===== config.mk =====
export PLATFORM = sky130hd
export DESIGN_NAME = out_port_tx
export DESIGN_NICKNAME = d
export VERILOG_FILES = /design/src/rtl/out_port_tx.sv
export SDC_FILE = /design/constraint.sdc
export NUM_CORES = 1
export LEC_CHECK = 0
export ABC_CLOCK_PERIOD_IN_PS = 2500
export BUFFER_PORTS_ARGS = -buffer_cell sky130_fd_sc_hd__buf_2
export CAP_MARGIN = 0
export CORE_MARGIN = 3
export CORE_UTILIZATION = 60
export DETAILED_ROUTE_END_ITERATION = 10
export MAX_ROUTING_LAYER = met4
export PLACE_DENSITY_LB_ADDON = 0.25
export REMOVE_ABC_BUFFERS = 1
export SLEW_MARGIN = 20
export SYNTH_ARGS = -nofsm -noshare
export SYNTH_HDL_FRONTEND = slang
export SYNTH_SLANG_ARGS = --single-unit

===== constraint.sdc =====
create_clock -name clock -period 2.5 [get_ports clock]
set_input_delay 0.375 -clock clock [delete_from_list [all_inputs] [get_ports clock]]
set_output_delay 0.375 -clock clock [all_outputs]
set_load 0.01 [all_outputs]

===== src/rtl/out_port_tx.sv =====
// OUT-port transmitter: 16-bit words are queued in a small FIFO and sent low byte first as
// two UART frames. Define OUT_PORT_TX_PARITY_EN to add an even-parity bit to each frame.
module out_port_tx #(
    parameter int DEPTH        = 4,
    parameter int CLKS_PER_BIT = 16
) (
    input  logic        clock,
    input  logic        reset_n,
    input  logic        wr_en,
    input  logic [15:0] wr_data,
    output logic        full,
    output logic        empty,
    output logic [4:0]  count,
    output logic        busy,
    output logic        overflow,
    output logic        tx
);
    localparam int AW = (DEPTH > 1) ? $clog2(DEPTH) : 1;
    localparam int CW = (CLKS_PER_BIT > 1) ? $clog2(CLKS_PER_BIT) : 1;

    typedef enum logic [2:0] {
        S_IDLE,
        S_START,
        S_DATA,
`ifdef OUT_PORT_TX_PARITY_EN
        S_PARITY,
`endif
        S_STOP
    } state_t;

    logic [15:0]   mem [DEPTH];
    logic [AW-1:0] wr_ptr_q, rd_ptr_q;
    logic [4:0]    count_q, count_d;
    logic          full_q, empty_q, overflow_q;
    logic          push, pop;

    state_t        state_q;
    logic [15:0]   shift_q;
    logic          byte_sel_q;
    logic [2:0]    bit_idx_q;
    logic [CW-1:0] cnt_q;
    logic          tx_q;
    logic [7:0]    cur_byte;
    logic          bit_end;

    // A pop frees no slot for a push in the same cycle: push only looks at registered full.
    always_comb begin
        push    = wr_en && !full_q;
        pop     = (state_q == S_IDLE) && !empty_q;
        count_d = count_q;
        if (push && !pop) begin
            count_d = count_q + 5'd1;
        end else if (!push && pop) begin
            count_d = count_q - 5'd1;
        end
    end

    always_ff @(posedge clock) begin
        if (push) begin
            mem[wr_ptr_q] <= wr_data;
        end
    end

    always_ff @(posedge clock or negedge reset_n) begin
        if (!reset_n) begin
            wr_ptr_q   <= '0;
            rd_ptr_q   <= '0;
            count_q    <= '0;
            full_q     <= 1'b0;
            empty_q    <= 1'b1;
            overflow_q <= 1'b0;
        end else begin
            if (push) wr_ptr_q <= wr_ptr_q + 1'b1;
            if (pop)  rd_ptr_q <= rd_ptr_q + 1'b1;
            count_q <= count_d;
            full_q  <= (count_d == 5'(DEPTH));
            empty_q <= (count_d == 5'd0);
            if (wr_en && full_q) overflow_q <= 1'b1;
        end
    end

    assign cur_byte = byte_sel_q ? shift_q[15:8] : shift_q[7:0];
    assign bit_end  = (cnt_q == CW'(CLKS_PER_BIT - 1));

    // tx_q is loaded with the level of the state being entered, so it lines up with state_q.
    always_ff @(posedge clock or negedge reset_n) begin
        if (!reset_n) begin
            state_q    <= S_IDLE;
            shift_q    <= '0;
            byte_sel_q <= 1'b0;
            bit_idx_q  <= '0;
            cnt_q      <= '0;
            tx_q       <= 1'b1;
        end else begin
            case (state_q)
                S_IDLE: begin
                    tx_q  <= 1'b1;
                    cnt_q <= '0;
                    if (!empty_q) begin
                        shift_q    <= mem[rd_ptr_q];
                        byte_sel_q <= 1'b0;
                        state_q    <= S_START;
                        tx_q       <= 1'b0;
                    end
                end
                S_START: begin
                    if (bit_end) begin
                        cnt_q     <= '0;
                        bit_idx_q <= '0;
                        state_q   <= S_DATA;
                        tx_q      <= cur_byte[0];
                    end else begin
                        cnt_q <= cnt_q + 1'b1;
                    end
                end
                S_DATA: begin
                    if (bit_end) begin
                        cnt_q <= '0;
                        if (bit_idx_q == 3'd7) begin
`ifdef OUT_PORT_TX_PARITY_EN
                            state_q <= S_PARITY;
                            tx_q    <= ^cur_byte;
`else
                            state_q <= S_STOP;
                            tx_q    <= 1'b1;
`endif
                        end else begin
                            bit_idx_q <= bit_idx_q + 3'd1;
                            tx_q      <= cur_byte[bit_idx_q + 3'd1];
                        end
                    end else begin
                        cnt_q <= cnt_q + 1'b1;
                    end
                end
`ifdef OUT_PORT_TX_PARITY_EN
                S_PARITY: begin
                    if (bit_end) begin
                        cnt_q   <= '0;
                        state_q <= S_STOP;
                        tx_q    <= 1'b1;
                    end else begin
                        cnt_q <= cnt_q + 1'b1;
                    end
                end
`endif
                S_STOP: begin
                    if (bit_end) begin
                        cnt_q <= '0;
                        if (!byte_sel_q) begin
                            byte_sel_q <= 1'b1;
                            state_q    <= S_START;
                            tx_q       <= 1'b0;
                        end else begin
                            state_q <= S_IDLE;
                            tx_q    <= 1'b1;
                        end
                    end else begin
                        cnt_q <= cnt_q + 1'b1;
                    end
                end
                default: begin
                    state_q <= S_IDLE;
                    cnt_q   <= '0;
                    tx_q    <= 1'b1;
                end
            endcase
        end
    end

    assign full     = full_q;
    assign empty    = empty_q;
    assign count    = count_q;
    assign busy     = (state_q != S_IDLE);
    assign overflow = overflow_q;
    assign tx       = tx_q;
endmodule

# After elaboration in Yosys (flattened, before gate mapping)
# Memories as Yosys holds them, arrays and structs flattened. A register that Yosys moved wholly into a read port is not among the register bits.
# Cells that the tools add are included.
[totals]
ff_bits = 24
ram_bits = 64
input_bits = 19
out_inout_bits = 10
word_cells = 83
mem_count = 1
[memory_table]
columns = ["name", "words", "word_bits", "read_ports", "rd_clocked_by_memory_dff", "wr", "line_no", "text"]
rows = [
  ["mem", 4, 16, 1, 1, 1, "31", "logic [15:0] mem [DEPTH];"],
]
[classes]
add_sub_neg = 6
n_lt_le_gt_ge = 1
n_eq_ne = 12
muxes = 30
n_bitwise = 1
reduce_logical = 21
[op_table]
columns = ["cell", "count"]
rows = [
  ["3-bit 2-to-1 mux", 8],
  ["1-bit 2-to-1 mux", 12],
  ["2-bit inequality test (second input constant)", 6],
  ["3-bit one-hot mux with 4 select lines", 1],
  ["5-bit 2-to-1 mux", 2],
  ["4-bit 2-to-1 mux", 2],
  ["8-bit 2-to-1 mux", 1],
  ["3-bit by 2-bit == test with 1-bit output (second input constant)", 2],
  ["3-bit one-hot mux with 2 select lines", 1],
  ["3-bit AND reduction", 2],
  ["5-bit by 1-bit adder with 5-bit output (second input constant)", 1],
  ["5-bit by 3-bit == test with 1-bit output (second input constant)", 1],
  ["1-bit logical AND", 5],
  ["1-bit logical NOT", 5],
  ["5-bit logical NOT", 1],
  ["5-bit AND reduction", 1],
  ["5-bit by 1-bit subtractor with 5-bit output (second input constant)", 1],
  ["2-bit by 1-bit adder with 2-bit output (second input constant)", 2],
  ["4-bit by 1-bit adder with 4-bit output (second input constant)", 1],
  ["4-bit == test (second input constant)", 1],
  ["3-bit by 4-bit < comparator with 1-bit output (second input constant)", 1],
  ["1-bit one-hot mux with 4 select lines", 1],
  ["4-bit AND reduction", 1],
  ["2-bit nonzero test", 2],
  ["10 further kinds", 10],
]

# Logic depth before layout (Yosys ltp)
[depth]
ltp_word = 7
depth_mapped = 8
depth_no_buf = 7

# Worst setup path before layout
# Ideal clock, no wire load.
[synth_timing]
path_kind = "register -> register"
start = "reg state_q[0]"
end = "reg full_q, in the netlist full"
setup_ns = 0.105
t_arrival_ns = 1.753
required_ns = 2.395
setup_slack_ns = 0.642
stages_incl_launch_ff = 9
synth_period_minus_slack_ns = 1.858
cell_sequence = "dfrtp_1 -> inv_1 -> ha_1 -> nor2b_1 -> clkbuf_1 -> nand2_1 -> o22ai_1 -> xor2_1 -> nor4b_1"
[synth_via]
elab_chain_len = 6
word_cells_on_any_way = 8
[synth_rtl]
columns = ["element", "line_no", "text"]
rows = [
  ["start: declaration", "37", "state_t state_q;"],
  ["start signal: assignment", "88", "state_q <= S_IDLE;"],
  ["start signal: assignment", "102", "state_q <= S_START;"],
  ["start signal: assignment", "110", "state_q <= S_DATA;"],
  ["3-bit logical NOT *", "49", "pop = (state_q == S_IDLE) && !empty_q;"],
  ["1-bit logical AND *", "49", ""],
  ["1-bit logical AND or 1-bit logical NOT (tied branches)", "53, 51", ""],
  ["5-bit 2-to-1 mux or 1-bit logical AND (tied branches)", "53, 51", ""],
  ["5-bit 2-to-1 mux *", "51", "if (push && !pop) begin"],
  ["net count_d[3]", "33", "logic [4:0] count_q, count_d;"],
  ["5-bit by 3-bit == test with 1-bit output *", "76", "full_q <= (count_d == 5'(DEPTH));"],
  ["end signal: assignment", "76", ""],
  ["end: declaration", "34", "logic full_q, empty_q, overflow_q;"],
]
# Mark *: on every way through the listed nets, which the timed path passes. The rest lies on a longest branch.
# A chain may end at the register's enable or synchronous reset.

# Worst setup path in the final report
# Same ends and word-level chain as after synthesis.

==> flow_metrics.tcl <==
set metrics [dict create \
    status "finished, final reports clean" \
    placed_area_um2 4570 \
    period_share_pct 84.8 \
    relSlewSlack_pct 43.5 \
    synth_area_um2 4310 \
    rr_endpoint "full" \
    post-route-util_pct 69.3 \
    synthTopCellsByCount "edfxtp_1, nand2_1, dfrtp_1" \
    clock-root-buffer "clkbuf_8" \
    yosysTopAreaCell "edfxtp_1" \
    drc 0 \
    clkSinkCount 103 \
    reg2reg_depth 7 \
    fmax_ghz 0.472 \
    pre_cts_ws_ps 367 \
    r2r_slack_ps 380 \
    p_leak_nw 1.90 \
    ys_seq_area_share_pct 67.3 \
    setup_tns_ps 0 \
    htreeDepth 3 \
    cts_resized 0 \
    drt_wl_total_um 6820 \
    maxCapViolCount 0 \
    die-area_um2 8230 \
    post-dp-hpwl_um 4680 \
    rr_startpoint "state_q[0]" \
    tightest_slew_ps 848 \
    cts_setup_buffers 0 \
    final_hold_viol_count 0 \
    peakVddDrop_uv 550 \
    async_reset_ff_share_pct 37.9 \
    ios 29 \
    hold_path.class "in2async" \
    fin_crit_ps 2120 \
    portBuffers 28 \
    wl_per_cell_um 16.2 \
    start_kind "flip-flop" \
    holdBufCountCts 0 \
    via_per_inst 5.62 \
    cts_tree "yes" \
    drt_iter0_markers 134 \
    cts_buffers 9 \
    grt_pass1_vias 2333 \
    grt_setup_unrepaired "no" \
    layout.nets 354 \
    critPathArrivalTime_ps 2370 \
    antenna_found_initial 0 \
    postLayoutSetupSlackWorst_ps 380 \
    yosysWarnings 0 \
    p_total_mw 5.56 \
    p_per_area_nw_per_um2 1170 \
    stdcell_area_um2 4760 \
    nFillCells 491 \
    diodes 0 \
    syn_inst 286 \
    drive_above_1_share_pct 22.1 \
    synth_top_area_share_pct 44.6 \
    cts_buffer_depth 2 \
    ys_top_cells_by_area "edfxtp_1, dfrtp_1, mux4_2" \
    path_class "reg2reg" \
    yosysMostFrequentCell "edfxtp_1" \
    die_x_um 90.7 \
    overflow 0 \
    dr.pass1.iters 4 \
    drv_slew 0 \
    ant_nets 0 \
    die_h_um 90.7 \
    crit_required_ps 2750 \
    setup_viol 0 \
    clk_pin_slew_ps 100 \
    crit_path_end "full" \
    skew_ps 6.48 \
    end_kind "flip-flop" \
    start_util_pct 62.7 \
    critPathMaxFanout 6 \
    grtUsageTotal_pct 18.9 \
    synth.distinct_cells 43 \
    vias 2373 \
    synth_edf_count 64 \
    coreArea_um2 6870 \
    grt_pass1_wl_um 11500 \
    dominantRegCellSynth "edfxtp_1" \
    routabilityCongestion 0.836 \
    row_count 30 \
    crit_start "state_q[0]" \
    clk_latency_ps 360 \
    synthToLayoutAreaGrowth_pct 10.4 \
    syn_area_per_cell_um2 15.1 \
    ys_ff_latch 103 \
    grt_max_degree 40 \
]
report_power, final:
group	switching [mW]	internal (mW)
combinational	1.04	0.877
sequential	0.313	2.36
clock	0.579	0.393
critical path, cell delays in order (launching register included):
cell and delay (ps):
dfrtp_1 420, inv_1 120, ha_1 240, nor2b_1 340, nor2_1 170, a41oi_1 280, xnor2_1 130, nor4b_1 320
layout by cell type (no fill, tap or decap), drive strengths merged, types with 2 or more instances in the layout:
| cell type | n |
|---|---|
| and2 | 4 |
| and3 | 2 |
| mux2i | 2 |
| xnor2 | 7 |
| nor4 | 2 |
| buf | 35 |
| o21ai | 7 |
| a22o | 5 |
| edfxtp | 64 |
| o211ai | 2 |
| nor2 | 6 |
| ha | 14 |
| a21oi | 5 |
| inv | 15 |
| nand3 | 5 |
| dfrtp | 37 |
| nor2b | 5 |
| mux4 | 19 |
| nand2b | 3 |
| mux2 | 2 |
| nand2 | 54 |
| dfstp | 2 |
| clkbuf | 10 |
| nor3 | 2 |
cell type report:
| class | instances | area (um^2) | area share, % |
|---|---|---|---|
| clock buffer | 10 | 128 | 2.68 |
| clock inverter | 6 | 60.1 | 1.26 |
| inverter | 10 | 37.5 | 0.789 |
| multi-input combinational | 162 | 1320 | 27.7 |
| sequential | 103 | 2900 | 61.0 |
| tap | 96 | 120 | 2.52 |
| timing repair buffer | 35 | 193 | 4.05 |
logic make-up (layout without fill, tap and decap cells):
family,Yosys count,count (layout),share of synthesized area (%)
buf+inv,21,61,2.09
compound gates,29,29,4.56
mux,23,23,11.1
flops,103,103,67.3
simple gates,88,88,9.26
fa+ha+maj,14,14,4.07
xor+xnor,8,8,1.63
routing by layer:
| layer | share of wire, % | global-route usage (%) |
|---|---|---|
| met1 | 45 | 24.7 |
| met2 | 50 | 29.2 |
| met3 | 3.0 | 4.33 |
| met4 | 1.9 | 7.40 |
| met5 | 0 | - |
worst min-delay path by stage:
| stage | end | slack (ps) | cells after the start | startpoint |
|---|---|---|---|---|
| 6_report | bit_idx_q[2] | 110 | 1 | reset_n |
| 5_1_grt | rd_ptr_q[0] | 180 | 1 | reset_n |
| 4_1_cts | shift_q[9] | 140 | 1 | reset_n |
| 3_5_place_dp | overflow | 440 | 1 | overflow |
| 3_3_place_gp | overflow | 440 | 1 | overflow |
| 2_1_floorplan | bit_idx_q[0] | 80 | 0 | reset_n |
stage by stage:
step | instances | hold slack (ps)
5_1_grt | 422 | 185
3_3_place_gp | 406 | 436
6_report | 422 | 115
2_1_floorplan | 275 | 79.4
3_5_place_dp | 406 | 440
4_1_cts | 422 | 141
sequential cells by signal, indices dropped and copies added, names as in the netlist:
register	cells
mem	64
shift_q	16
count	5
cnt_q	4
bit_idx_q	3
rd_ptr_q	2
state_q	2
wr_ptr_q	2
byte_sel_q	1
empty	1
full	1
overflow	1
tx	1
Note: power is estimated with default switching activity, not from simulation.
